===== src/rtl/sn_spike_capture_fifo_if.sv =====
// Protocol register bus between the host bridge and the spike capture FIFO.
// 7-bit address, 8-bit data, single-cycle strobed accesses.
interface sn_spike_capture_fifo_if;
  logic       enable;
  logic       r0w1;
  logic [6:0] addr;
  logic [7:0] wdata;
  logic [7:0] rdata;
  logic       hit;

  modport master (
    output enable,
    output r0w1,
    output addr,
    output wdata,
    input  rdata,
    input  hit
  );

  modport slave (
    input  enable,
    input  r0w1,
    input  addr,
    input  wdata,
    output rdata,
    output hit
  );
endinterface


===== src/rtl/sn_spike_capture_fifo.sv =====
// Captures timestamped output-spike vectors per evaluation step into a FIFO
// that the host drains byte-wise through the protocol register window.
module sn_spike_capture_fifo #(
  parameter int         P_NUM_OUTPUTS = 1,
  parameter int         P_TS_BW       = 16,
  parameter int         P_FIFO_DEPTH  = 16,
  parameter logic [6:0] P_BASE_ADDR   = 7'h60
) (
  input  logic                     clk,
  input  logic                     rst,
  input  logic                     nc_evaluate,
  input  logic [P_NUM_OUTPUTS-1:0] out_spikes,
  sn_spike_capture_fifo_if.slave   prot,
  output logic                     fifo_empty,
  output logic                     fifo_full,
  output logic                     overflow
);

  localparam int W  = P_TS_BW + P_NUM_OUTPUTS;
  localparam int NB = (W + 7) / 8;
  localparam int AW = $clog2(P_FIFO_DEPTH);
  localparam int CW = AW + 1;

  localparam logic [6:0]    LAST  = 7'(3 + NB - 1);
  localparam logic [CW-1:0] DEPTH = CW'(P_FIFO_DEPTH);

  logic [W-1:0]       mem [P_FIFO_DEPTH];
  logic [AW-1:0]      wr_ptr;
  logic [AW-1:0]      rd_ptr;
  logic [CW-1:0]      count;
  logic [P_TS_BW-1:0] ts;
  logic               cap_en;

  logic [6:0]  off;
  logic        hit;
  logic        rd;
  logic        wr;
  logic        sel_status;
  logic        sel_count;
  logic        sel_ctrl;
  logic        sel_data;
  logic        ctrl_wr;
  logic        fifo_clr;
  logic        ovf_clr;
  logic        ts_clr;
  logic        push_req;
  logic        push;
  logic        pop;
  logic        drop;
  logic [31:0] head_ext;
  logic [1:0]  bsel;
  logic [7:0]  data_byte;
  logic [7:0]  rdata;
  logic        unused_wdata;

  assign off = prot.addr - P_BASE_ADDR;
  assign hit = (prot.addr >= P_BASE_ADDR) && (off <= 7'd6);
  assign rd  = prot.enable && !prot.r0w1 && hit;
  assign wr  = prot.enable && prot.r0w1 && hit;

  assign sel_status = (off == 7'd0);
  assign sel_count  = (off == 7'd1);
  assign sel_ctrl   = (off == 7'd2);
  assign sel_data   = (off >= 7'd3);

  assign ctrl_wr  = wr && sel_ctrl;
  assign fifo_clr = ctrl_wr && prot.wdata[1];
  assign ovf_clr  = ctrl_wr && prot.wdata[2];
  assign ts_clr   = ctrl_wr && prot.wdata[3];
  assign unused_wdata = ^prot.wdata[7:4];

  assign fifo_empty = (count == '0);
  assign fifo_full  = (count == DEPTH);

  // Only the final byte of an entry pops; an empty FIFO never pops.
  assign pop      = rd && (off == LAST) && !fifo_empty;
  assign push_req = nc_evaluate && cap_en && (|out_spikes);
  assign push     = push_req && (!fifo_full || pop);
  assign drop     = push_req && fifo_full && !pop;

  assign head_ext  = 32'(mem[rd_ptr]);
  assign bsel      = 2'(off - 7'd3);
  assign data_byte = 8'(head_ext >> {bsel, 3'b000});

  always_comb begin
    rdata = '0;
    if (rd) begin
      unique case (1'b1)
        sel_status:
          rdata = {4'b0, cap_en, overflow,
                   fifo_full, fifo_empty};
        sel_count:
          rdata = 8'(count);
        sel_ctrl:
          rdata = {7'b0, cap_en};
        sel_data:
          if (!fifo_empty && off <= LAST)
            rdata = data_byte;
        default:
          rdata = '0;
      endcase
    end
  end

  assign prot.rdata = rdata;
  assign prot.hit   = hit;

  always_ff @(posedge clk or negedge rst) begin
    if (!rst) begin
      wr_ptr   <= '0;
      rd_ptr   <= '0;
      count    <= '0;
      ts       <= '0;
      cap_en   <= 1'b0;
      overflow <= 1'b0;
    end else begin
      if (ctrl_wr)
        cap_en <= prot.wdata[0];

      if (ts_clr)
        ts <= '0;
      else if (nc_evaluate && cap_en)
        ts <= ts + 1'b1;

      if (ovf_clr)
        overflow <= 1'b0;
      else if (drop)
        overflow <= 1'b1;

      if (fifo_clr) begin
        wr_ptr <= '0;
        rd_ptr <= '0;
        count  <= '0;
      end else begin
        if (push)
          wr_ptr <= wr_ptr + 1'b1;
        if (pop)
          rd_ptr <= rd_ptr + 1'b1;
        unique case ({push, pop})
          2'b10:   count <= count + 1'b1;
          2'b01:   count <= count - 1'b1;
          default: count <= count;
        endcase
      end
    end
  end

  // Storage is deliberately left out of reset.
  always_ff @(posedge clk) begin
    if (push)
      mem[wr_ptr] <= {ts, out_spikes};
  end

endmodule


===== src/flat_wrapper.sv =====
// flat-port wrapper written by rule: the top's interface ports become plain ports
module sn_spike_capture_fifo_flat 
#(
  parameter int         P_NUM_OUTPUTS = 1,
  parameter int         P_TS_BW       = 16,
  parameter int         P_FIFO_DEPTH  = 16,
  parameter logic [6:0] P_BASE_ADDR   = 7'h60
)
  (clk, rst, nc_evaluate, out_spikes, fifo_empty, fifo_full, overflow, prot_enable, prot_r0w1, prot_addr, prot_wdata, prot_rdata, prot_hit);
  sn_spike_capture_fifo_if prot_i ();
  input  logic clk;
  input  logic rst;
  input  logic nc_evaluate;
  input  logic [P_NUM_OUTPUTS-1:0] out_spikes;
  output logic fifo_empty;
  output logic fifo_full;
  output logic overflow;
  input wire logic [$bits(prot_i.enable)-1:0] prot_enable;
  input wire logic [$bits(prot_i.r0w1)-1:0] prot_r0w1;
  input wire logic [$bits(prot_i.addr)-1:0] prot_addr;
  input wire logic [$bits(prot_i.wdata)-1:0] prot_wdata;
  output wire logic [$bits(prot_i.rdata)-1:0] prot_rdata;
  output wire logic [$bits(prot_i.hit)-1:0] prot_hit;
  assign prot_i.enable = prot_enable;
  assign prot_i.r0w1 = prot_r0w1;
  assign prot_i.addr = prot_addr;
  assign prot_i.wdata = prot_wdata;
  assign prot_rdata = prot_i.rdata;
  assign prot_hit = prot_i.hit;
  sn_spike_capture_fifo #(.P_NUM_OUTPUTS(P_NUM_OUTPUTS), .P_TS_BW(P_TS_BW), .P_FIFO_DEPTH(P_FIFO_DEPTH), .P_BASE_ADDR(P_BASE_ADDR)) u_core (.clk(clk), .rst(rst), .nc_evaluate(nc_evaluate), .out_spikes(out_spikes), .prot(prot_i), .fifo_empty(fifo_empty), .fifo_full(fifo_full), .overflow(overflow));
endmodule

===== config.mk =====
export PLATFORM = sky130hd
export DESIGN_NAME = sn_spike_capture_fifo_flat
export DESIGN_NICKNAME = d
export VERILOG_FILES = /design/src/rtl/sn_spike_capture_fifo_if.sv /design/src/rtl/sn_spike_capture_fifo.sv /design/src/flat_wrapper.sv
export SDC_FILE = /design/constraint.sdc
export NUM_CORES = 1
export LEC_CHECK = 0
export CAP_MARGIN = 0
export CORE_ASPECT_RATIO = 1.5
export CORE_MARGIN = 5
export CORE_UTILIZATION = 59
export DETAILED_ROUTE_END_ITERATION = 8
export GPL_TIMING_DRIVEN = 0
export PLACE_DENSITY = 0.79
export SYNTH_ARGS = -nofsm -noshare
export SYNTH_HDL_FRONTEND = slang
export SYNTH_SLANG_ARGS = --single-unit

===== constraint.sdc =====
create_clock -name clk -period 9.9 [get_ports clk]
set_clock_uncertainty 0.2 [all_clocks]
set_input_delay 1.485 -clock clk [delete_from_list [all_inputs] [get_ports clk]]
set_output_delay 1.485 -clock clk [all_outputs]
set_load 0.02 [all_outputs]

* Word-level counts from Yosys, hierarchy flattened
Memory sizes are Yosys's and may differ from the RTL's. Index checks and enable logic that the tools add are counted.
Storage, ports and cells: register bits after elaboration 31, RAM bits 272, memories 1, output and inout bits 12
Memories:
- u_core.mem | words 16, width 17, read ports 1, clocked after memory_dff 0, wr ports 1, line sn_spike_capture_fifo.sv:27 | logic [W-1:0] mem [P_FIFO_DEPTH];
Operators by class: equal/unequal tests 6, multiplexer cells 15, magnitude comparators 4, reduce and logical (&&, ||, !) cells 29, shift-type cells 1, add/sub/neg operators 7
Operators with widths (number):
- 2-to-1 mux 16 bit | 2
- case mux 8 bit (4 select lines) | 1
- logical AND 1 bit | 17
- right shift 17 x 5 -> 8 bit | 1
- adder 16 x 1 -> 16 bit, second input constant | 1
- 2-to-1 mux 4 bit | 4
- 2-to-1 mux 8 bit | 2
- less-or-equal comparator 7 x 3 -> 1 bit, second input constant | 2
- case mux 5 bit (2 select lines) | 1
- adder 4 x 1 -> 4 bit, second input constant | 2
- nonzero test 2 bit | 4
- equality test 7 x 1 -> 1 bit, second input constant | 1
- equality test 7 x 2 -> 1 bit, second input constant | 1
- equality test 7 x 3 -> 1 bit, second input constant | 1
- greater-or-equal comparator 7 x 2 -> 1 bit, second input constant | 1
- greater-or-equal comparator 7 bit, second input constant | 1
- zero test 7 bit | 1
- subtractor 7 bit, second input constant | 1
- adder 5 x 1 -> 5 bit, second input constant | 1
- equality test 5 bit, second input constant | 1
- zero test 5 bit | 1
- 2-to-1 mux 5 bit | 1
- subtractor 5 x 1 -> 5 bit, second input constant | 1
- zero test 1 bit | 4
- 6 further kinds | 9

* Depth between registers and ports, before layout
depth after elaboration 11, mapped depth 17, mapped depth without buffers 15

* Worst setup path after synthesis
No wires, ideal clock.
path kind input to register, from input port prot_addr[5], to memory u_core.mem[11][0] (netlist name) (enable), setup slack 4.600 ns, arrival 4.665 ns, buffers on the path 1, cell stages on the path 7, cell sequence ha_1 -> nor3b_4 -> a32oi_2 -> nor4_4 -> o21ai_4 -> buf_6 -> nor4_1
On the way: word-level cells in the longest chain between the ends 10, elaborated cells between the ends (all ways) 12, those cells by class 1 x add/sub; 2 x order compare; 1 x eq/ne; 2 x mux; 6 x reduce/logical
RTL lines:
- from (decl) | line flat_wrapper.sv:20 | input wire logic [$bits(prot_i.addr)-1:0] prot_addr;
- subtractor 7 bit | line sn_spike_capture_fifo.sv:56 | assign off = prot.addr - P_BASE_ADDR;
- less-or-equal comparator 7 x 3 -> 1 bit | line sn_spike_capture_fifo.sv:57 | assign hit = (prot.addr >= P_BASE_ADDR) && (off <= 7'd6);
- logical AND 1 bit | line sn_spike_capture_fifo.sv:57
- logical AND 1 bit | line sn_spike_capture_fifo.sv:58 | assign rd = prot.enable && !prot.r0w1 && hit;
- logical AND 1 bit * (2 in a row) | line sn_spike_capture_fifo.sv:76 | assign pop = rd && (off == LAST) && !fifo_empty;
- logical OR 1 bit * | line sn_spike_capture_fifo.sv:78 | assign push = push_req && (!fifo_full || pop);
- logical AND 1 bit * | line sn_spike_capture_fifo.sv:78
- 2-to-1 mux 1 bit * | line sn_spike_capture_fifo.sv:150 | if (push)
- 2-to-1 mux 1 bit (not written as such) * | line sn_spike_capture_fifo.sv:151 | mem[wr_ptr] <= {ts, out_spikes};
- to (decl) | line sn_spike_capture_fifo.sv:27
Every way passes the cells marked *; elsewhere a longest branch is shown, timed or not.

* Worst setup path after layout
from input port prot_addr[5], to output port prot_rdata[5]
On the way: word-level cells in the longest chain between the ends 6, elaborated cells between the ends (all ways) 14, those cells by class 1 x add/sub; 4 x order compare; 2 x eq/ne; 3 x mux; 4 x reduce/logical
RTL lines:
- subtractor 7 bit | line sn_spike_capture_fifo.sv:56
- less-or-equal comparator 7 x 3 -> 1 bit | line sn_spike_capture_fifo.sv:97 | if (!fifo_empty && off <= LAST)
- logical AND 1 bit | line sn_spike_capture_fifo.sv:97
- 2-to-1 mux 8 bit | line sn_spike_capture_fifo.sv:97
- case mux 8 bit (4 select lines) | line sn_spike_capture_fifo.sv:88 | unique case (1'b1)
- 2-to-1 mux 8 bit * | line sn_spike_capture_fifo.sv:87 | if (rd) begin
- to (decl) | line flat_wrapper.sv:22 | output wire logic [$bits(prot_i.rdata)-1:0] prot_rdata;
Marked as above.

==> flow_summary.ini <==
[clocking]
path_clk_slew_ns = 0.07
cts.sinks = 303
cts_hold_buf = 0
htreeDepth = 1
cts_buffers = 26
root_buffer = clkbuf_16
cts_resized = 0
cts_tree = done
clk_latency_ns = 0.53
cts_buffer_depth = 3
cts_setup_buffers = 0

[timing]
worst_slew_pin_slew_ns = 1.26
finalHoldViolations = 0
period_share = 0.652
rsz0062_at_grt = false
slew_headroom = 0.159
finalCriticalPeriod_ns = 6.46
slew_viol_final = 0
max_freq_ghz = 0.155
setup_viol = 0
fin_tns_setup_ns = 0
setup_ws_ns = 3.44

[layout]
drive_gt1_frac = 0.224
fillers = 1290
regArea_um2 = 8940
syn2layout_area_growth_pct = 14.8
antenna_cells = 0
final_nets = 816
multi_input_area_um2 = 3440
stdcell_count = 1068
fin_util = 0.686

[placed_design]
dp_slack_ns = 3.49
place_inst = 1020
dp_hpwl_um = 20800
place.gp.congestion = 0.934
port_buffers = 28

[job]
cap_viol_max_count = 0

[drt]
vias = 7115
route.detailed.wl_per_inst_um = 28.5
viasPerCell = 6.66
drt_iter0_drc = 724
drc = 0
drt_wl_total_um = 30400
drt_first_pass_iters = 7
ant_nets = 0

[synthesis]
syn_area_per_cell_um2 = 18.1
synthesis.nets = 728
synth_cells = 692
ys_warn_count = 0
yosysSeqAreaShare = 0.713
syn-cell-area_um2 = 12500
yosys_most_used_dff = edfxtp_1
synth_edf_count = 272
synth_seq_cells = 303
yosys.cell_types.count = 54
synthArstFlopShare = 0.102

[grt]
grt_pass1_wl_um = 45900
grt_pass1_vias = 7515
grt_max_degree = 32
grt_overflow = 0
grt_usage = 0.258
antenna_found_initial = 0

[worst_setup_path]
start_kind = input port
worst_path_max_delay_cell = clkdlybuf4s50_1
critPathCaptureType = primary output
required_ns = 8.22
crit_type = input port to primary output
path_max_fanout = 5
cp_common_cell = clkdlybuf4s50_1
crit_chain = clkdlybuf4s50_1, ha_1, or4bb_2, nand3_1, nand3b_1, nor2_1, nand2_1, a21oi_1, clkdlybuf4s50_1
cp_slowest_stage_delay_ns = 0.66
arrival_ns = 4.77

[floorplan]
io_pins = 33
core_area_um2 = 21000
initial_core_util = 0.598
die_h_um = 189
num_rows = 65
die_x_um = 129
die_area_um2 = 24300

[power_and_ir_drop]
p_leak_nw = 4.83
p_per_area_nw_per_um2 = 168
power.total_mw = 2.42
peakVddDrop_mv = 0.123

[worst_hold_path]
hold_class = register to register

[status]
outcome = completed
[path summary, 6_finish.rpt]
check,start,end,cells after the start,slack (ns)
setup / recovery,prot_addr[5],prot_rdata[5],9,3.44
hold / removal,u_core.overflow,u_core.overflow,2,0.38
setup reg to reg,u_core.count[2],u_core.count[4],15,5.81
hold reg to reg,u_core.overflow,u_core.overflow,2,0.38
max in group asynchronous,rst,u_core.ts[8],1,8.17
min in group asynchronous,rst,u_core.count[4],1,0.83
[layout by cell type (no fill, tap or decap), types with 15 or more instances in the layout]
cell type / instances
edfxtp_1: 272
mux4_2: 60
mux2i_1: 37
nor2_1: 34
dfrtp_1: 31
clkbuf_16: 27
clkdlybuf4s50_1: 27
buf_4: 26
a21oi_1: 21
nand2_1: 19
clkbuf_1: 16
xor2_1: 15
nand3_1: 15
ha_1: 15
[Yosys cell counts (all sizes together) (3+ instances only)]
master  instances  area (um2)
nor4            7        58.8
edfxtp        272        8170
nor2           34         128
dfrtp          31         776
a221oi         14         123
nor3b           4        46.3
nand3          15        75.1
ha             15         188
buf            23         148
a22oi          10        75.1
and2            6        37.5
a32oi           4        42.6
a31oi           3        18.8
nand2          19        71.3
or3             5        31.3
clkbuf         12        45.0
xnor2           7        61.3
o211ai          5        37.5
a21oi          21         105
inv            12        45.0
and4            4        35.0
xor2           15         131
nor2b           6        37.5
o21ai          14        81.3
mux2i          37         370
and3            5        32.5
mux4           60        1350
nor3           11        55.1
nand4           4        25.0
[report_power, final]
part / switching (mW) / internal (mW)
combinational: 0.0137 / 0.00956
sequential: 0.000508 / 1.37
clock: 0.442 / 0.581
[worst max-delay path, delay by kind of cell]
family,cells,cell delay [ns]
and+or+nand+nor,5,1.52
buffers and inverters,2,1.13
adders and majority gates,1,0.37
AOI/OAI and AO/OA,1,0.27
[per-stage QoR]
step	area (um2)	hold slack (ns)
floorplan	12500	0.326
global placement	13200	0.354
detailed placement	13500	0.371
CTS	14400	0.385
global route	14400	0.432
finish	14400	0.381
[layer usage]
metal | vias up | global-route usage | wire length, um
li1 | 2960 | - | -
met1 | 3663 | 0.309 | 10400
met2 | 405 | 0.466 | 16700
met3 | 87 | 0.0349 | 2070
met4 | 0 | 0.101 | 1240
met5 | - | 0 | 0
[registers in the layout (all words and copies together) (netlist names)]
register,cells
u_core.cap_en,1
u_core.count,5
u_core.mem,272
u_core.overflow,1
u_core.rd_ptr,4
u_core.ts,16
u_core.wr_ptr,4
[area by class of cell]
| cell class | count | share of cell area |
|---|---|---|
| Buffer | 35 | 0.0134 |
| Clock buffer | 35 | 0.0518 |
| Clock inverter | 13 | 0.00799 |
| Inverter | 12 | 0.00313 |
| Multi-Input combinational cell | 342 | 0.239 |
| Sequential cell | 303 | 0.621 |
| Tap cell | 268 | 0.0233 |
| Timing Repair Buffer | 60 | 0.0405 |
[kinds of logic (layout without fill, tap and decap cells)]
group / after synthesis / in the layout / share of synthesized area
fa+ha+maj: 15 / 15 / 0.0150
xor+xnor: 22 / 22 / 0.0154
flops: 303 / 303 / 0.713
mux: 98 / 98 / 0.138
compound gates: 79 / 79 / 0.0438
simple gates: 128 / 128 / 0.0559
buf+inv: 47 / 155 / 0.0189
Power figures use the tool's default switching activity.
